$ cat config.mk
export PLATFORM = sky130hd
export DESIGN_NAME = mem_responder_flat
export DESIGN_NICKNAME = d
export VERILOG_FILES = /design/src/rtl/mem_responder_pkg.sv /design/src/rtl/mem_responder_if.sv /design/src/rtl/mem_responder_wait_counter.sv /design/src/rtl/mem_responder.sv /design/src/flat_wrapper.sv
export SDC_FILE = /design/constraint.sdc
export NUM_CORES = 1
export LEC_CHECK = 0
export CORE_MARGIN = 2
export CORE_UTILIZATION = 35
export DETAILED_ROUTE_END_ITERATION = 6
export DONT_BUFFER_PORTS = 1
export PLACE_DENSITY = 0.58
export SKIP_LAST_GASP = 1
export SYNTH_ARGS = -nofsm -noshare
export SYNTH_HDL_FRONTEND = slang
export SYNTH_SLANG_ARGS = --single-unit
$ cat constraint.sdc
create_clock -name clock -period 1.55 [get_ports clock]
set_input_delay 0.2325 -clock clock [delete_from_list [all_inputs] [get_ports clock]]
set_output_delay 0.2325 -clock clock [all_outputs]
set_load 0.05 [all_outputs]
$ cat src/rtl/mem_responder_pkg.sv
// Shared types and constants for the memory responder and the CPU control FSM.
// Holds state encodings, default widths and the error-cause codes.
package mem_responder_pkg;

  localparam int DEF_ADDR_W = 16;
  localparam int DEF_DATA_W = 16;

  typedef enum logic [2:0] {
    S_IDLE    = 3'd0,
    S_WAIT    = 3'd1,
    S_ACCESS  = 3'd2,
    S_CAPTURE = 3'd3,
    S_RESP    = 3'd4
  } state_t;

  // Error cause is a bit-set so that both faults can be reported at once.
  typedef logic [1:0] err_cause_t;
  localparam err_cause_t ERR_NONE        = 2'b00;
  localparam err_cause_t ERR_RANGE       = 2'b01;
  localparam err_cause_t ERR_FETCH_WRITE = 2'b10;

  typedef struct packed {
    state_t     state;
    err_cause_t cause;
    logic       fetch;
    logic       write;
    logic [3:0] wait_count;
  } dbg_t;

  function automatic err_cause_t err_cause(input logic out_of_range,
                                           input logic fetch,
                                           input logic write);
    err_cause_t c;
    c = ERR_NONE;
    if (out_of_range)    c = c | ERR_RANGE;
    if (fetch && write)  c = c | ERR_FETCH_WRITE;
    return c;
  endfunction

endpackage

$ cat src/rtl/mem_responder_if.sv
// CPU request/response and block-RAM port bundle for mem_responder.
// Handshake: a request transfers on a rising edge where req_valid and req_ready are both high;
// the requester holds every req_* signal stable until then. resp_valid is a one-cycle pulse with no back-pressure.
interface mem_responder_if
  import mem_responder_pkg::*;
#(
  parameter int ADDR_W = DEF_ADDR_W,
  parameter int DATA_W = DEF_DATA_W
);

  logic              req_valid;
  logic              req_ready;
  logic              req_write;
  logic              req_fetch;
  logic [ADDR_W-1:0] req_addr;
  logic [DATA_W-1:0] req_wdata;

  logic              resp_valid;
  logic [DATA_W-1:0] resp_rdata;
  logic              resp_err;

  logic              mem_en;
  logic              mem_we;
  logic [ADDR_W-1:0] mem_addr;
  logic [DATA_W-1:0] mem_wdata;
  logic [DATA_W-1:0] mem_rdata;

  // The responder side.
  modport slave (
    input  req_valid, req_write, req_fetch, req_addr, req_wdata, mem_rdata,
    output req_ready, resp_valid, resp_rdata, resp_err,
    output mem_en, mem_we, mem_addr, mem_wdata
  );

  // The CPU plus RAM side.
  modport master (
    output req_valid, req_write, req_fetch, req_addr, req_wdata, mem_rdata,
    input  req_ready, resp_valid, resp_rdata, resp_err,
    input  mem_en, mem_we, mem_addr, mem_wdata
  );

endinterface

$ cat src/rtl/mem_responder_wait_counter.sv
// 4-bit loadable down-counter used to time the wait states before a RAM access.
// Stops at zero rather than wrapping.
module mem_wait_counter (
  input  logic       clock,
  input  logic       reset,
  input  logic       load,
  input  logic [3:0] load_val,
  input  logic       dec,
  output logic [3:0] count,
  output logic       zero
);

  always_ff @(posedge clock) begin
    if (reset) begin
      count <= 4'd0;
    end else if (load) begin
      count <= load_val;
    end else if (dec && (count != 4'd0)) begin
      count <= count - 4'd1;
    end
  end

  assign zero = (count == 4'd0);

endmodule

$ cat src/rtl/mem_responder.sv
// Memory-side responder: accepts one CPU fetch/load/store, optionally waits,
// drives the single-port synchronous RAM and returns exactly one response pulse.
module mem_responder
  import mem_responder_pkg::*;
#(
  parameter int ADDR_W      = DEF_ADDR_W,
  parameter int DATA_W      = DEF_DATA_W,
  parameter int MEM_DEPTH   = 4096,
  parameter int WAIT_STATES = 0
) (
  input  logic            clock,
  input  logic            reset,
  mem_responder_if.slave  bus,
  output dbg_t            dbg
);

  generate
    if (WAIT_STATES < 0 || WAIT_STATES > 15) begin : g_bad_wait_states
      $error("mem_responder: WAIT_STATES must be within 0..15");
    end
  endgenerate

  // One extra bit so a depth equal to 2**ADDR_W still compares correctly.
  localparam logic [ADDR_W:0] DEPTH_LIM = (ADDR_W + 1)'(MEM_DEPTH);
  localparam bit              HAS_WAIT  = (WAIT_STATES > 0);
  localparam logic [3:0]      WAIT_LOAD = (WAIT_STATES > 0) ? 4'(WAIT_STATES - 1) : 4'd0;

  state_t            state;
  state_t            state_n;
  logic [ADDR_W-1:0] addr_q;
  logic [DATA_W-1:0] wdata_q;
  logic [DATA_W-1:0] rdata_q;
  logic              write_q;
  logic              fetch_q;
  logic              err_q;
  err_cause_t        cause_q;

  err_cause_t        cause_in;
  logic              accept;
  logic              ctr_load;
  logic              ctr_dec;
  logic              ctr_zero;
  logic [3:0]        ctr_count;

  assign cause_in = err_cause(({1'b0, bus.req_addr} >= DEPTH_LIM), bus.req_fetch, bus.req_write);
  assign accept   = (state == S_IDLE) && bus.req_valid;

  mem_wait_counter u_wait (
    .clock    (clock),
    .reset    (reset),
    .load     (ctr_load),
    .load_val (WAIT_LOAD),
    .dec      (ctr_dec),
    .count    (ctr_count),
    .zero     (ctr_zero)
  );

  always_ff @(posedge clock) begin
    if (reset) begin
      state   <= S_IDLE;
      addr_q  <= '0;
      wdata_q <= '0;
      rdata_q <= '0;
      write_q <= 1'b0;
      fetch_q <= 1'b0;
      err_q   <= 1'b0;
      cause_q <= ERR_NONE;
    end else begin
      state <= state_n;
      if (accept) begin
        addr_q  <= bus.req_addr;
        wdata_q <= bus.req_wdata;
        write_q <= bus.req_write;
        fetch_q <= bus.req_fetch;
        err_q   <= |cause_in;
        cause_q <= cause_in;
      end
      if (state == S_CAPTURE) begin
        rdata_q <= bus.mem_rdata;
      end
    end
  end

  // Faulting requests skip the wait states and the RAM entirely.
  always_comb begin
    state_n  = state;
    ctr_load = 1'b0;
    ctr_dec  = 1'b0;
    unique case (state)
      S_IDLE: begin
        if (bus.req_valid) begin
          if (|cause_in) begin
            state_n = S_RESP;
          end else if (HAS_WAIT) begin
            state_n  = S_WAIT;
            ctr_load = 1'b1;
          end else begin
            state_n = S_ACCESS;
          end
        end
      end
      S_WAIT: begin
        if (ctr_zero) state_n = S_ACCESS;
        else          ctr_dec = 1'b1;
      end
      S_ACCESS:  state_n = write_q ? S_RESP : S_CAPTURE;
      S_CAPTURE: state_n = S_RESP;
      S_RESP:    state_n = S_IDLE;
      default:   state_n = S_IDLE;
    endcase
  end

  always_comb begin
    bus.req_ready  = (state == S_IDLE);
    bus.mem_en     = 1'b0;
    bus.mem_we     = 1'b0;
    bus.mem_addr   = '0;
    bus.mem_wdata  = '0;
    bus.resp_valid = 1'b0;
    bus.resp_err   = 1'b0;
    bus.resp_rdata = '0;
    if (state == S_ACCESS) begin
      bus.mem_en    = 1'b1;
      bus.mem_we    = write_q;
      bus.mem_addr  = addr_q;
      bus.mem_wdata = wdata_q;
    end
    if (state == S_RESP) begin
      bus.resp_valid = 1'b1;
      bus.resp_err   = err_q;
      if (!err_q && !write_q) bus.resp_rdata = rdata_q;
    end
  end

  assign dbg.state      = state;
  assign dbg.cause      = cause_q;
  assign dbg.fetch      = fetch_q;
  assign dbg.write      = write_q;
  assign dbg.wait_count = ctr_count;

endmodule

$ cat src/flat_wrapper.sv
// flat-port wrapper written by rule: the top's interface ports become plain ports
module mem_responder_flat import mem_responder_pkg::*;
#(
  parameter int ADDR_W      = DEF_ADDR_W,
  parameter int DATA_W      = DEF_DATA_W,
  parameter int MEM_DEPTH   = 4096,
  parameter int WAIT_STATES = 0
)
  (clock, reset, dbg, bus_req_valid, bus_req_write, bus_req_fetch, bus_req_addr, bus_req_wdata, bus_mem_rdata, bus_req_ready, bus_resp_valid, bus_resp_rdata, bus_resp_err, bus_mem_en, bus_mem_we, bus_mem_addr, bus_mem_wdata);
  mem_responder_if #(.ADDR_W(ADDR_W), .DATA_W(DATA_W)) bus_i ();
  input  logic clock;
  input  logic reset;
  output dbg_t dbg;
  input wire logic [$bits(bus_i.req_valid)-1:0] bus_req_valid;
  input wire logic [$bits(bus_i.req_write)-1:0] bus_req_write;
  input wire logic [$bits(bus_i.req_fetch)-1:0] bus_req_fetch;
  input wire logic [$bits(bus_i.req_addr)-1:0] bus_req_addr;
  input wire logic [$bits(bus_i.req_wdata)-1:0] bus_req_wdata;
  input wire logic [$bits(bus_i.mem_rdata)-1:0] bus_mem_rdata;
  output wire logic [$bits(bus_i.req_ready)-1:0] bus_req_ready;
  output wire logic [$bits(bus_i.resp_valid)-1:0] bus_resp_valid;
  output wire logic [$bits(bus_i.resp_rdata)-1:0] bus_resp_rdata;
  output wire logic [$bits(bus_i.resp_err)-1:0] bus_resp_err;
  output wire logic [$bits(bus_i.mem_en)-1:0] bus_mem_en;
  output wire logic [$bits(bus_i.mem_we)-1:0] bus_mem_we;
  output wire logic [$bits(bus_i.mem_addr)-1:0] bus_mem_addr;
  output wire logic [$bits(bus_i.mem_wdata)-1:0] bus_mem_wdata;
  assign bus_i.req_valid = bus_req_valid;
  assign bus_i.req_write = bus_req_write;
  assign bus_i.req_fetch = bus_req_fetch;
  assign bus_i.req_addr = bus_req_addr;
  assign bus_i.req_wdata = bus_req_wdata;
  assign bus_i.mem_rdata = bus_mem_rdata;
  assign bus_req_ready = bus_i.req_ready;
  assign bus_resp_valid = bus_i.resp_valid;
  assign bus_resp_rdata = bus_i.resp_rdata;
  assign bus_resp_err = bus_i.resp_err;
  assign bus_mem_en = bus_i.mem_en;
  assign bus_mem_we = bus_i.mem_we;
  assign bus_mem_addr = bus_i.mem_addr;
  assign bus_mem_wdata = bus_i.mem_wdata;
  mem_responder #(.ADDR_W(ADDR_W), .DATA_W(DATA_W), .MEM_DEPTH(MEM_DEPTH), .WAIT_STATES(WAIT_STATES)) u_core (.clock(clock), .reset(reset), .bus(bus_i), .dbg(dbg));
endmodule
Yosys cells after proc, flatten, opt, wreduce, memory -nomap -nowiden
Index checks and enable logic that the tools add are counted.

Add/subtract/negate cells: 1. Order comparisons: 1. Equality and inequality tests: 6. Mux-type cells: 17. Reduce and logical (&&, ||, !) cells: 11.

Operators with widths (count): $mux W16 (4); $ge A16 B13 Y1 const B (1); $mux W3 (4); $pmux W3 S4 (1); $mux W1 (7); $eq A3 B2 Y1 const B (2); $logic_and A1 B1 Y1 (4); $logic_not A4 Y1 (1); $reduce_bool A4 Y1 (1); $sub A4 B1 Y4 const B (1); $eq A3 B1 Y1 const B (1); $eq A3 B3 Y1 const B (1); $logic_not A3 Y1 (1); $logic_not A1 Y1 (2); $mux W2 (1); $ne A2 B1 Y1 const B (1); $ne A2 B2 Y1 const B (1); $reduce_and A2 Y1 (1); $reduce_or A2 Y1 (1).

Flip-flop bits (word level): 60. Output and inout port bits: 64.

Logic depth before layout (Yosys ltp)
Depth in word-level cells: 7. Gate-level depth with buffers: 6.

Cells and area by module
Synthesis repeated with hierarchy kept, for this count alone.

Cells, all modules: 344. Area, all modules: 2701.3 µm².

By module, submodules not included: mem_responder (times used 1, cells each 315, area each 2438.6 µm², sequential area each 1121.1 µm²); mem_wait_counter (times used 1, cells each 29, area each 262.8 µm², sequential area each 80.1 µm²).

Worst setup path after synthesis
Ideal clock, no wire load.

Path type: register -> output. Start point: reg u_core.state[1]. End point: out bus_mem_wdata[10]. Arrival: 2.363 ns. Data required time: 1.317 ns. Slack: -1.045 ns. Cell stages (with the launch flop): 5. Buffers on the path: 2. Cell sequence: dfxtp_1 > buf_2 > nor3b_2 > clkbuf_1 > and2_1.

Word-level cells in the longest chain between the ends: 2.

Ends and longest elaborated chain: start, declared (RTL line mem_responder.sv:28) `state_t state;`; start signal, assigned (RTL line mem_responder.sv:69) `state <= state_n;`; $eq A3 B2 Y1 (RTL line mem_responder.sv:122) `if (state == S_ACCESS) begin`; $mux W16 (RTL line mem_responder.sv:122); end, declared (RTL line flat_wrapper.sv:27) `output wire logic [$bits(bus_i.mem_wdata)-1:0] bus_mem_wdata;`.

Every way passes these cells.

Worst setup path after layout
Start point: reg u_core.state[1]. End point: out bus_mem_wdata[8].

The elaborated chain is that of the path after synthesis.

==> reports/results.ini <==
[clock_network]
ctsLongestPathBuffers = 2
clock_latency_ns = 0.33
clock-root-buffer = clkbuf_8
cts.sinks = 60
cts_tree = built
cts.reportedPaths.clkPinSlew_ns = 0.07
cts_made_buffers = 9
htreeDepth = 3

[synth]
synth-edff-count = 0
syn_area_per_cell_um2 = 7.69
synth_area_um2 = 2620
ys_top_cells_by_count = nand2_1, dfxtp_1, a21oi_1, and2_1, clkbuf_1
synthFlopType = dfxtp_1
yosysTopAreaCell = dfxtp_1
netlist.area_leader.share_pct = 45.8
yosysSeqAreaShare_pct = 45.8
synth_nets = 395
ys_ff_latch = 60
synthCells = 341
ys_warn_count = 0
synthArstFlopShare_pct = 0
synth_cell_type_count = 29
synth.area.top_cells = dfxtp_1, nand2_1, and2_1, a21oi_1, clkbuf_1
synth.most_common_cell = nand2_1

[final_layout]
drive_above_1_share_pct = 36.4
synthToLayoutAreaGrowth_pct = 45.8
nFillCells = 712
fin_area_um2 = 3820
multi_input_area_um2 = 1480
ff_latch_area_um2 = 1220
final_nets = 434
diodes = 0

[placed_design]
io_buffers = 0
place_area_um2 = 3110
dp_hpwl_mm = 4.25
gp_congestion = 0.732

[min_path]
hp-class = input port to flop
whs_path_depth = 2
hp-start = bus_mem_rdata[10]
holdPathEnd = u_core.rdata_q[10]

[worst_setup_path]
cp.arrival_ns = 1.53
timing.rr.start = u_core.state[0]
required_ns = 1.32
cp_max_fo = 5
critPathKind = flop to output port
r2r_cells = 4
critPathLaunch = u_core.state[1]
endpoint_kind = output port
r2r_end = u_core.u_wait.count[2]
reg2reg_slack_ns = -0.12
cp-start-kind = flop

[status]
violations = setup timing
run_status = complete, but fails checks

[routing]
remaining_drc_errors = 0
wirelength_mm = 7.82
avgViaCountPerCell = 4.96
antenna_left = 0
drt_pre_antenna_iters = 4
vias = 2401
drt_iter0_drc = 101
route.detailed.wl_per_inst_um = 16.2

[global_route]
grt.total_usage_pct = 16.8
grt_pass1_vias = 2254
grt_overflow = 0
grt_pass1_wl_mm = 11.1
antenna_found_initial = 0
grt_max_degree = 59

[job]
cap_viol_max_count = 0

[timing]
fin_skew_ns = 0.00480
max_slew.worst_pin.slew_ns = 0.561
period_share_pct = 113
rsz0062_at_grt = true
hold_violations = 0
setup_viol = 85
period_minus_slack_ns = 1.76
fin_setup_tns_ns = -9.35
clock.fmax_mhz = 569
setup_ws_ns = -0.208
slew_headroom_pct = 62.5
final_max_slew_viol_count = 0

[power]
p_sw_mw = 0.877
cellPowerDensity_nw_per_um2 = 901
swShare_pct = 25.5
power.share.clock_pct = 38.5
seqPwrFrac_pct = 48.1
intPower_mw = 2.57
combinationalPowerShare_pct = 13.4
ir_worst_vdd_uv = 436
power.leakage_nw = 1.52

[floorplanning]
dieWidth_um = 90.6
rows = 31
design.portCount = 117
dieArea_um2 = 8200
die_y_um = 90.6
start_util_pct = 36.2
core_um2 = 7250

[cells by family (layout without fill, tap and decap cells)]
family / after synthesis / in the layout / share of synthesized area [%]
AO/OA/AOI/OAI: 66 / 66 / 13.0
adder cells (fa/ha/maj): 1 / 1 / 0.477
buffers and inverters: 31 / 75 / 5.96
flip-flops: 60 / 60 / 45.8
AND/OR/NAND/NOR: 183 / 183 / 34.8
[cell usage in the layout (no fill, tap or decap), drive strengths merged]
master   netlist  final
clkbuf        14     22
nor4           1      1
and2          51     51
nor4b          1      1
buf           13     48
or4b           1      1
inv            4      4
and3           2      2
dfxtp         60     60
and3b          2      2
a2bb2oi        1      1
nor2b          1      1
or3b           1      1
or4            3      3
ha             1      1
nand2        102    102
nor3b          2      2
nand3b         1      1
nor2           6      6
o211ai         1      1
nor3           5      5
a21oi         56     56
or3            4      4
clkinv         0      1
o21ai          8      8
[layout make-up]
type                            count  share of cell area, %
Clock buffer                       15                   4.87
Clock inverter                      1                  0.131
Inverter                            4                  0.393
Sequential cell                    60                   31.9
Timing Repair Buffer               55                   20.9
Tap cell                           99                   3.24
Multi-Input combinational cell    250                   38.6
[metrics by stage]
stage	utilization, %	hold slack (ns)	power (mW)	instances	setup slack (ns)
2_1_floorplan	-	0.368	1.93	341	-0.108
3_3_place_gp	42.9	0.302	1.96	443	0.0315
3_5_place_dp	42.9	0.305	1.96	443	0.00784
4_1_cts	48.4	0.0181	3.37	471	-0.196
5_1_grt	52.7	0.0229	3.61	484	-0.275
6_report	52.7	0.0360	3.45	484	-0.208
[worst max path at each step]
stage	to	slack, ns	cells past startpoint
finish	bus_mem_wdata[8]	-0.21	4
global route	bus_mem_wdata[12]	-0.28	4
CTS	bus_resp_rdata[14]	-0.20	5
detailed placement	u_core.u_wait.count[2]	0.008	3
global placement	u_core.u_wait.count[2]	0.03	3
floorplan	bus_mem_wdata[11]	-0.11	4
[power by group through the flow]
| stage | combinational [mW] | clock [mW] | sequential [mW] |
|---|---|---|---|
| after floorplan | 0.242 | 0 | 1.68 |
| after global placement | 0.268 | 0 | 1.69 |
| after detailed placement | 0.274 | 0 | 1.69 |
| after CTS | 0.333 | 1.38 | 1.66 |
| after global routing | 0.494 | 1.45 | 1.67 |
| final | 0.460 | 1.33 | 1.66 |
[worst max-delay path, cell delays in order (launching register included)]
cell,delay (ns)
dfxtp_4,0.37
nor3b_4,0.23
buf_6,0.20
clkbuf_16,0.16
and2_4,0.23
[what timing repair did]
item	in CTS	in global routing
resized for setup	22	22
hold buffers	1	0
pin swaps	16	11
cloned	2	11
hold endpoints to repair	58	0
setup endpoints to repair	53	95
setup buffers	10	4
[sequential cells by signal (all words and copies together), names as in the netlist]
signal	cells
u_core.err_q	1
u_core.state	3
u_core.addr_q	16
u_core.fetch_q	1
u_core.rdata_q	16
u_core.write_q	1
u_core.u_wait.count	4
u_core.wdata_q	16
u_core.cause_q	2
[layer usage]
metal / global-route usage [%] / part of all wire [%]
met3: 6.09 / 9.0
met5: 0 / 0
met4: 6.41 / 1.9
met1: 21.8 / 45
met2: 25.2 / 44
(Power assumes the default switching activity.)
